## src/rtl/neuron_requant.sv

```systemverilog
// Accumulates NUM_INPUTS signed products onto a neuron bias, then requantizes the
// sum to a signed OUT_WIDTH activation with round-half-up shift, optional ReLU and clamp.
module neuron_requant #(
   parameter int BIAS_WIDTH  = 32,
   parameter int OUT_WIDTH   = 8,
   parameter int NUM_INPUTS  = 784,
   parameter int SHIFT_WIDTH = 5
) (
   input  logic                         CLK,
   input  logic                         RESETN,
   input  logic                         START,
   input  logic signed [BIAS_WIDTH-1:0] BIAS,
   input  logic [SHIFT_WIDTH-1:0]       SHIFT,
   input  logic                         RELU_EN,
   input  logic                         PROD_VALID,
   output logic                         PROD_READY,
   input  logic signed [BIAS_WIDTH-1:0] PROD,
   output logic                         OUT_VALID,
   input  logic                         OUT_READY,
   output logic [OUT_WIDTH-1:0]         OUT_DATA,
   output logic                         BUSY,
   output logic                         OVF
);

   localparam int CNT_W = (NUM_INPUTS > 1) ? $clog2(NUM_INPUTS) : 1;
   localparam logic [CNT_W-1:0] LAST_CNT = CNT_W'(NUM_INPUTS - 1);

   localparam logic signed [BIAS_WIDTH-1:0] ACC_MAX = {1'b0, {(BIAS_WIDTH-1){1'b1}}};
   localparam logic signed [BIAS_WIDTH-1:0] ACC_MIN = {1'b1, {(BIAS_WIDTH-1){1'b0}}};
   localparam logic signed [BIAS_WIDTH:0] OUT_MAX =
      {{(BIAS_WIDTH-OUT_WIDTH+2){1'b0}}, {(OUT_WIDTH-1){1'b1}}};
   localparam logic signed [BIAS_WIDTH:0] OUT_MIN =
      {{(BIAS_WIDTH-OUT_WIDTH+2){1'b1}}, {(OUT_WIDTH-1){1'b0}}};
   localparam logic signed [BIAS_WIDTH:0] ONE = 1;

   typedef enum logic [1:0] {
      IDLE,
      ACCUM,
      REQUANT,
      OUTPUT
   } state_e;

   state_e                       state_q, state_d;
   logic signed [BIAS_WIDTH-1:0] acc_q, acc_d;
   logic [CNT_W-1:0]             cnt_q, cnt_d;
   logic [SHIFT_WIDTH-1:0]       shift_q, shift_d;
   logic                         relu_q, relu_d;
   logic                         ovf_q, ovf_d;
   logic [OUT_WIDTH-1:0]         out_q, out_d;

   logic signed [BIAS_WIDTH:0]   sum_ext;
   logic signed [BIAS_WIDTH-1:0] sum_sat;
   logic                         sum_ovf;
   logic signed [BIAS_WIDTH:0]   rnd;
   logic signed [BIAS_WIDTH:0]   r_sum;
   logic signed [BIAS_WIDTH:0]   r_shift;
   logic signed [BIAS_WIDTH:0]   r_relu;
   logic [OUT_WIDTH-1:0]         r_out;

   // Saturating accumulate: a sign mismatch between the two top bits of the
   // widened sum means the result left the BIAS_WIDTH range.
   always_comb begin
      sum_ext = {acc_q[BIAS_WIDTH-1], acc_q} + {PROD[BIAS_WIDTH-1], PROD};
      sum_sat = sum_ext[BIAS_WIDTH-1:0];
      sum_ovf = 1'b0;
      if (sum_ext[BIAS_WIDTH] != sum_ext[BIAS_WIDTH-1]) begin
         sum_ovf = 1'b1;
         sum_sat = sum_ext[BIAS_WIDTH] ? ACC_MIN : ACC_MAX;
      end
   end

   always_comb begin
      rnd = '0;
      if (shift_q != '0) begin
         rnd = ONE << (shift_q - SHIFT_WIDTH'(1));
      end
      r_sum   = {acc_q[BIAS_WIDTH-1], acc_q} + rnd;
      r_shift = r_sum >>> shift_q;
      r_relu  = (relu_q && r_shift[BIAS_WIDTH]) ? '0 : r_shift;
      if (r_relu > OUT_MAX) begin
         r_out = OUT_MAX[OUT_WIDTH-1:0];
      end else if (r_relu < OUT_MIN) begin
         r_out = OUT_MIN[OUT_WIDTH-1:0];
      end else begin
         r_out = r_relu[OUT_WIDTH-1:0];
      end
   end

   always_comb begin
      state_d = state_q;
      acc_d   = acc_q;
      cnt_d   = cnt_q;
      shift_d = shift_q;
      relu_d  = relu_q;
      ovf_d   = ovf_q;
      out_d   = out_q;
      case (state_q)
         IDLE: begin
            if (START) begin
               acc_d   = BIAS;
               cnt_d   = '0;
               ovf_d   = 1'b0;
               shift_d = SHIFT;
               relu_d  = RELU_EN;
               state_d = ACCUM;
            end
         end
         ACCUM: begin
            if (PROD_VALID) begin
               acc_d = sum_sat;
               cnt_d = cnt_q + CNT_W'(1);
               if (sum_ovf) begin
                  ovf_d = 1'b1;
               end
               if (cnt_q == LAST_CNT) begin
                  state_d = REQUANT;
               end
            end
         end
         REQUANT: begin
            out_d   = r_out;
            state_d = OUTPUT;
         end
         OUTPUT: begin
            if (OUT_READY) begin
               state_d = IDLE;
            end
         end
         default: state_d = IDLE;
      endcase
   end

   always_ff @(posedge CLK or negedge RESETN) begin
      if (!RESETN) begin
         state_q <= IDLE;
         acc_q   <= '0;
         cnt_q   <= '0;
         shift_q <= '0;
         relu_q  <= 1'b0;
         ovf_q   <= 1'b0;
         out_q   <= '0;
      end else begin
         state_q <= state_d;
         acc_q   <= acc_d;
         cnt_q   <= cnt_d;
         shift_q <= shift_d;
         relu_q  <= relu_d;
         ovf_q   <= ovf_d;
         out_q   <= out_d;
      end
   end

   assign PROD_READY = (state_q == ACCUM);
   assign OUT_VALID  = (state_q == OUTPUT);
   assign BUSY       = (state_q != IDLE);
   assign OUT_DATA   = out_q;
   assign OVF        = ovf_q;

endmodule
```

## config.mk

```make
export PLATFORM = sky130hd
export DESIGN_NAME = neuron_requant
export DESIGN_NICKNAME = d
export VERILOG_FILES = /design/src/rtl/neuron_requant.sv
export SDC_FILE = /design/constraint.sdc
export NUM_CORES = 1
export LEC_CHECK = 0
export BUFFER_PORTS_ARGS = -buffer_cell sky130_fd_sc_hd__buf_4
export CELL_PAD_IN_SITES_DETAIL_PLACEMENT = 1
export CELL_PAD_IN_SITES_GLOBAL_PLACEMENT = 2
export CORE_UTILIZATION = 32
export CTS_BUF_LIST = sky130_fd_sc_hd__clkbuf_8 sky130_fd_sc_hd__clkbuf_16
export CTS_CLUSTER_DIAMETER = 200
export DETAILED_ROUTE_END_ITERATION = 6
export HOLD_SLACK_MARGIN = 0.05
export PLACE_DENSITY_LB_ADDON = 0.15
export SLEW_MARGIN = 20
export SYNTH_ARGS = -nofsm -noshare
export SYNTH_HDL_FRONTEND = slang
export SYNTH_SLANG_ARGS = --single-unit
export TNS_END_PERCENT = 10
```

## constraint.sdc

```tcl
create_clock -name CLK -period 6.2 [get_ports CLK]
set_clock_uncertainty 0.05 [all_clocks]
set_input_delay 1.55 -clock CLK [delete_from_list [all_inputs] [get_ports CLK]]
set_output_delay 1.55 -clock CLK [all_outputs]
set_load 0.03 [all_outputs]
```

==> results of run 1 <==
-- kinds of logic after synthesis --
group           Yosys count
simple gates            445
flops                    59
fa+ha+maj                73
buf+inv                 110
compound gates          488
mux                      47
xor+xnor                 50
other cells               1
-- worst max-delay path, cell delays in order (launching register included) --
cell       delay (ns)
dfrtp_1          0.44
inv_1            0.11
nand2_1          0.21
buf_4            0.22
nor2_1           0.06
ha_1             0.49
nand2_1          0.14
or3_4            0.41
o32a_1           0.41
and3_4           0.21
a21oi_4          0.29
o211ai_2         0.19
mux4_2           0.54
a21oi_2          0.29
o311ai_1         0.15
or4b_1           0.52
o41ai_2          0.37
a31o_2           0.32
o2111ai_1        0.13
-- worst paths after layout --
kind	cells after the start	end	slack, ns
min reg2reg	2	OVF	0.46
max reg2reg	18	OUT_DATA[3]	0.48
max	18	OUT_DATA[3]	0.48
min in group asynchronous	1	acc_q[16]	1.24
min	2	OVF	0.46
max in group asynchronous	1	shift_q[0]	4.23
-- layout make-up --
type / count / area (µm²)
well taps: 378 / 473
repair buffers: 124 / 931
flip-flops and latches: 59 / 1480
clock buffers: 9 / 225
inverters: 36 / 135
clock inverters: 7 / 100
fillers: 3560 / 17400
multi-input cells: 1104 / 7340
-- cell usage in the layout, fill, tap and decap left out, types with 24 or more instances in the layout --
cell / n
inv_1: 35
a211oi_1: 24
nor2_1: 130
o211ai_1: 26
o21ai_0: 74
nand2_1: 136
ha_1: 70
a21oi_1: 144
xnor2_1: 30
buf_4: 124
nor3_1: 29
nand3_1: 46
a21o_1: 44
dfrtp_1: 58
-- layer usage --
metal | up-vias | global-route usage (%) | wire length [µm]
met5 | - | 0 | 0
met3 | 32 | 2.14 | 1050
met1 | 4937 | 36.3 | 18200
met2 | 181 | 42.5 | 17100
li1 | 4925 | - | -
met4 | 0 | 5.19 | 518
-- timing repair --
action,4_1_cts,5_1_grt
resized for setup,0,1
endpoints found under the setup margin,0,3
setup buffers,0,0
-- flip-flops by register name, summed over array words and instances (netlist names) --
register	flops
acc_q	32
state_q	2
shift_q	5
cnt_q	10
relu_q	1
OUT_DATA	8
OVF	1
-- stage by stage --
step | std cells | power [mW] | hold slack, ns | cell area [µm²]
final | 1717 | 7.02 | 0.459 | 10700
after global routing | 1717 | 7.61 | 0.493 | 10700
after CTS | 1717 | 6.99 | 0.472 | 10700
after detailed placement | 1701 | 6.39 | 0.457 | 10300
after global placement | 1701 | 6.37 | 0.433 | 10300
after floorplan | 1273 | 4.67 | 0.432 | 9220
-- where the power goes --
| part | leakage [nW] | internal, mW | switching [mW] | total (mW) |
|---|---|---|---|---|
| sequential | 0.724 | 0.568 | 0.241 | 0.810 |
| clock | 0.160 | 0.355 | 0.213 | 0.568 |
| combinational | 3.89 | 2.10 | 3.55 | 5.64 |
==> results.cfg, run 1 <==
[die]
core_um2 = 28100
ios = 87
fp.dieH_um = 172
rows = 61
die_w_um = 172
dieArea_um2 = 29500
start_util_pct = 32.8

[layout]
area_growth_pct = 15.8
final_util_pct = 38.0
diodes = 0
drive_gt1_share_pct = 14.9
layout.nets = 1481

[grt]
antenna_found_initial = 0
grt_use_total_pct = 25.7
grt_start_max_net_pins = 60
grt_pass1_vias = 10200
grt_remaining_overflow = 0
grt_pass1_wl_um = 58700

[setup_path]
cp_max_fo = 8
crit_arrival_ns = 5.88
startpoint = shift_q[2]
end_kind = flop
cp-start-kind = flop
worstSetupPathType = flop to flop
worstPathRequired_ns = 6.36
r2r_start = shift_q[2]

[logic_synthesis]
syn_area_per_cell_um2 = 7.24
yosysWarningCount = 0
synthMuxAreaShare_pct = 6.16
synth_fa_ha_area_share_pct = 10.0
yosysMostFrequentCell = a21oi_1
synth_compound_area_share_pct = 35.7
synth_xor_area_share_pct = 4.75
synthArstFlopShare_pct = 100
ys.flop_type = dfrtp_1
synthTopCellsByCount = 145 x a21oi_1, 136 x nand2_1, 131 x nor2_1, 74 x o21ai_0, 70 x ha_1
synth_edf_count = 0
syn-cell-area_um2 = 9220
synth_area_leaders = dfrtp_1 16%, ha_1 9.5%, a21oi_1 7.9%
ys_ff_latch = 59
yosysSeqAreaShare_pct = 16.0
synth_top_area_share_pct = 16.0
yosysTopAreaCell = dfrtp_1
syn_nets = 1420
synth_top_family_by_area = compound AO/OA/AOI/OAI gates
syn_inst = 1273
synthSimpleGateAreaFrac_pct = 22.7
ys_types = 93

[drt]
first_pass_iters = 5
num_vias = 10100
wl_per_cell_um = 21.5
final_antenna_net_count = 0
drc_errors = 0
vias_per_cell = 5.87
routed_wl_um = 36900
drt_iter0_markers = 534

[cts]
clock_path_buffers = 2
path_clk_slew_ns = 0.06
clock_latency_ns = 0.35
cts_tree = built
hold_buffers = 0
cts_buffers = 9
cts_max_level = 3
clock_sinks = 59
root_buffer = clkbuf_16

[power]
ir_worst_vdd_v = 0.000227
p_leak_nw = 4.77
p_per_area_nw_per_um2 = 657

[sta]
tns_ns = 0
fin_ws_ns = 0.484
drv_slew = 0
rsz0062_at_grt = false
fmax_mhz = 175
hold_viol = 0
setup_viol = 0
slew_headroom_pct = 43.5
tightest_slew_ns = 0.848
period_minus_slack_ns = 5.72
finalCritPeriodShare_pct = 92.2

[run]
max_cap_violations = 0

[placement]
hpwl_um = 29400
io_buffers = 86
routabilityCongestion = 0.906
pre_cts_ws_ns = 0.0984

[hold_path]
holdCritStartpoint = OVF
hold_path_class = flop to flop

[status]
outcome = complete, no violations
(Power assumes the default switching activity.)
==> run 2, diff against run 1 <==
==> constraint.sdc (replaced) <==
create_clock -name CLK -period 6.2 [get_ports CLK]
set_clock_uncertainty 0.05 [all_clocks]
set_input_delay 1.24 -clock CLK [delete_from_list [all_inputs] [get_ports CLK]]
set_output_delay 1.24 -clock CLK [all_outputs]
set_load 0.03 [all_outputs]
==> run 2 against run 1 <==
Compared with the run above: via count increased by 0.15%; cell area decreased by 0.18%; routed wire length decreased by 0.71%; global-route usage decreased by 0.28 points; non-clock buffer count decreased by 3; register-to-register slack got worse by 0.099 ns; critical path type unchanged; critical endpoint is now OUT_DATA[6]; highest routed layer unchanged.
==> results.cfg, run 2 (synthesized netlist as in run 1, its figures left out) <==
[setup_path]
end_kind = flop
slowest_stage = mux4_2
crit_arrival_ns = 5.97
cp_max_fo = 8
worst_r2r_path_depth = 20
cp-start-kind = flop
worstPathCellList = inv_1 > nand3_1 > nor2_1 > ha_1 > inv_1 > fa_1 > nor2b_1 > o31a_1 > o311a_1 > o211ai_2 > and3_4 > a21oi_4 > o211ai_2 > mux4_2 > a21oi_2 > o311ai_1 > or4b_1 > o41ai_2 > a31o_2 > o2111ai_1
critPathTopFamily = compound AO/OA/AOI/OAI gates
worstPathRequired_ns = 6.36
worstSetupPathType = flop to flop
max_stage_delay_ns = 0.53
r2r_start = shift_q[3]
r2r_slack_ns = 0.39
path_buf_inv = 2
reg2reg_to = OUT_DATA[6]

[sta]
period_minus_slack_ns = 5.81
tns_ns = 0
fmax_mhz = 172
fin_ws_ns = 0.385
tightest_slew_ns = 0.962
drv_slew = 0
slew_headroom_pct = 35.8
hold_viol = 0
finalCritPeriodShare_pct = 93.8
rsz0062_at_grt = false
setup_viol = 0

[drt]
num_vias = 10100
final_antenna_net_count = 0
vias_per_cell = 5.89
wl_per_cell_um = 21.4
first_pass_iters = 5
routed_wl_um = 36700
drt_iter0_markers = 593
drc_errors = 0

[layout]
drive_gt1_share_pct = 14.7
layout_commonest_cell = a21oi_1
layout.nets = 1478
final_cell_mix = 143 x a21oi_1, 136 x nand2_1, 130 x nor2_1
regMostFlops = acc_q
final_util_pct = 38.0
area_growth_pct = 15.6
largest_reg_flops = 32
final_cell_area_um2 = 10700
diodes = 0

[cts]
clock_sinks = 59
cts_buffers = 9
postCtsSetupRepairBufs = 0
cts_max_level = 3
path_clk_slew_ns = 0.06
root_buffer = clkbuf_16
cts_tree = built
clock_latency_ns = 0.34
clock_path_buffers = 2

[grt]
antenna_found_initial = 0
grt_pass1_wl_um = 58200
grt_use_total_pct = 25.4
grt_remaining_overflow = 0
grt_pass1_vias = 10100
grt_start_max_net_pins = 60

[die]
ios = 87
die_w_um = 172
core_um2 = 28100
rows = 61
dieArea_um2 = 29500
start_util_pct = 32.8
fp.dieH_um = 172

[hold_path]
hold_end = OVF
min_path_cells = 2
holdCritStartpoint = OVF
hold_path_class = flop to flop

[placement]
routabilityCongestion = 0.933
hpwl_um = 29400
dpl_cell_area_um2 = 10300
pre_cts_ws_ns = 0.313
io_buffers = 86

[status]
outcome = complete, no violations

[power]
power_mw = 6.98
ir_worst_vdd_v = 0.000234
p_per_area_nw_per_um2 = 655
p_leak_nw = 4.76

[run]
max_cap_violations = 0
-- run 2: worst reg2reg max path: stages (launching register included) --
cell and delay, ns:
dfrtp_1 0.37, inv_1 0.17, nand3_1 0.18, nor2_1 0.14, ha_1 0.23, inv_1 0.07, fa_1 0.40, nor2b_1 0.17
o31a_1 0.28, o311a_1 0.33, o211ai_2 0.18, and3_4 0.22, a21oi_4 0.30, o211ai_2 0.20, mux4_2 0.54, a21oi_2 0.34
o311ai_1 0.19, or4b_1 0.52, o41ai_2 0.37, a31o_2 0.32, o2111ai_1 0.13
-- run 2: worst max-delay path by stage --
stage / slack, ns / startpoint / to / cells after the start
finish: 0.39 / shift_q[3] / OUT_DATA[6] / 20
global route: 0.08 / shift_q[2] / OUT_DATA[3] / 20
CTS: 0.30 / shift_q[2] / OUT_DATA[7] / 20
detailed placement: 0.31 / shift_q[2] / OUT_DATA[7] / 20
global placement: 0.38 / PROD[1] / acc_q[3] / 17
floorplan: 0.28 / shift_q[0] / OUT_DATA[3] / 22
-- run 2: routing by layer --
layer / up-vias / share of wire (%) / GRT usage, % / wire, µm
met5: - / 0 / 0 / 0
met4: 0 / 1.6 / 6.23 / 571
met3: 32 / 2.7 / 1.47 / 984
met2: 202 / 46 / 41.6 / 17000
met1: 4939 / 49 / 36.2 / 18100
li1: 4917 / - / - / -
-- run 2: metrics by stage --
| stage | std cells | hold WS [ns] |
|---|---|---|
| 2_1_floorplan | 1273 | 0.432 |
| 3_3_place_gp | 1698 | 0.458 |
| 3_5_place_dp | 1698 | 0.459 |
| 4_1_cts | 1714 | 0.473 |
| 5_1_grt | 1714 | 0.480 |
| 6_report | 1714 | 0.459 |
-- run 2: what timing repair did --
| item | CTS | global route |
|---|---|---|
| setup endpoints to repair | 0 | 8 |
| hold buffers | 0 | 0 |
| resized for setup | 0 | 3 |
-- run 2: layout make-up --
class	instances	area [µm²]
Sequential cell	59	1480
Clock inverter	7	100
Timing Repair Buffer	121	908
Clock buffer	9	225
Tap cell	378	473
Fill cell	3518	17400
Multi-Input combinational cell	1104	7340
Inverter	36	135
-- run 2: report_power, final --
group          switching [mW]  internal [mW]
sequential              0.226          0.569
clock                   0.200          0.354
combinational            3.55           2.08
total                    3.98           3.01
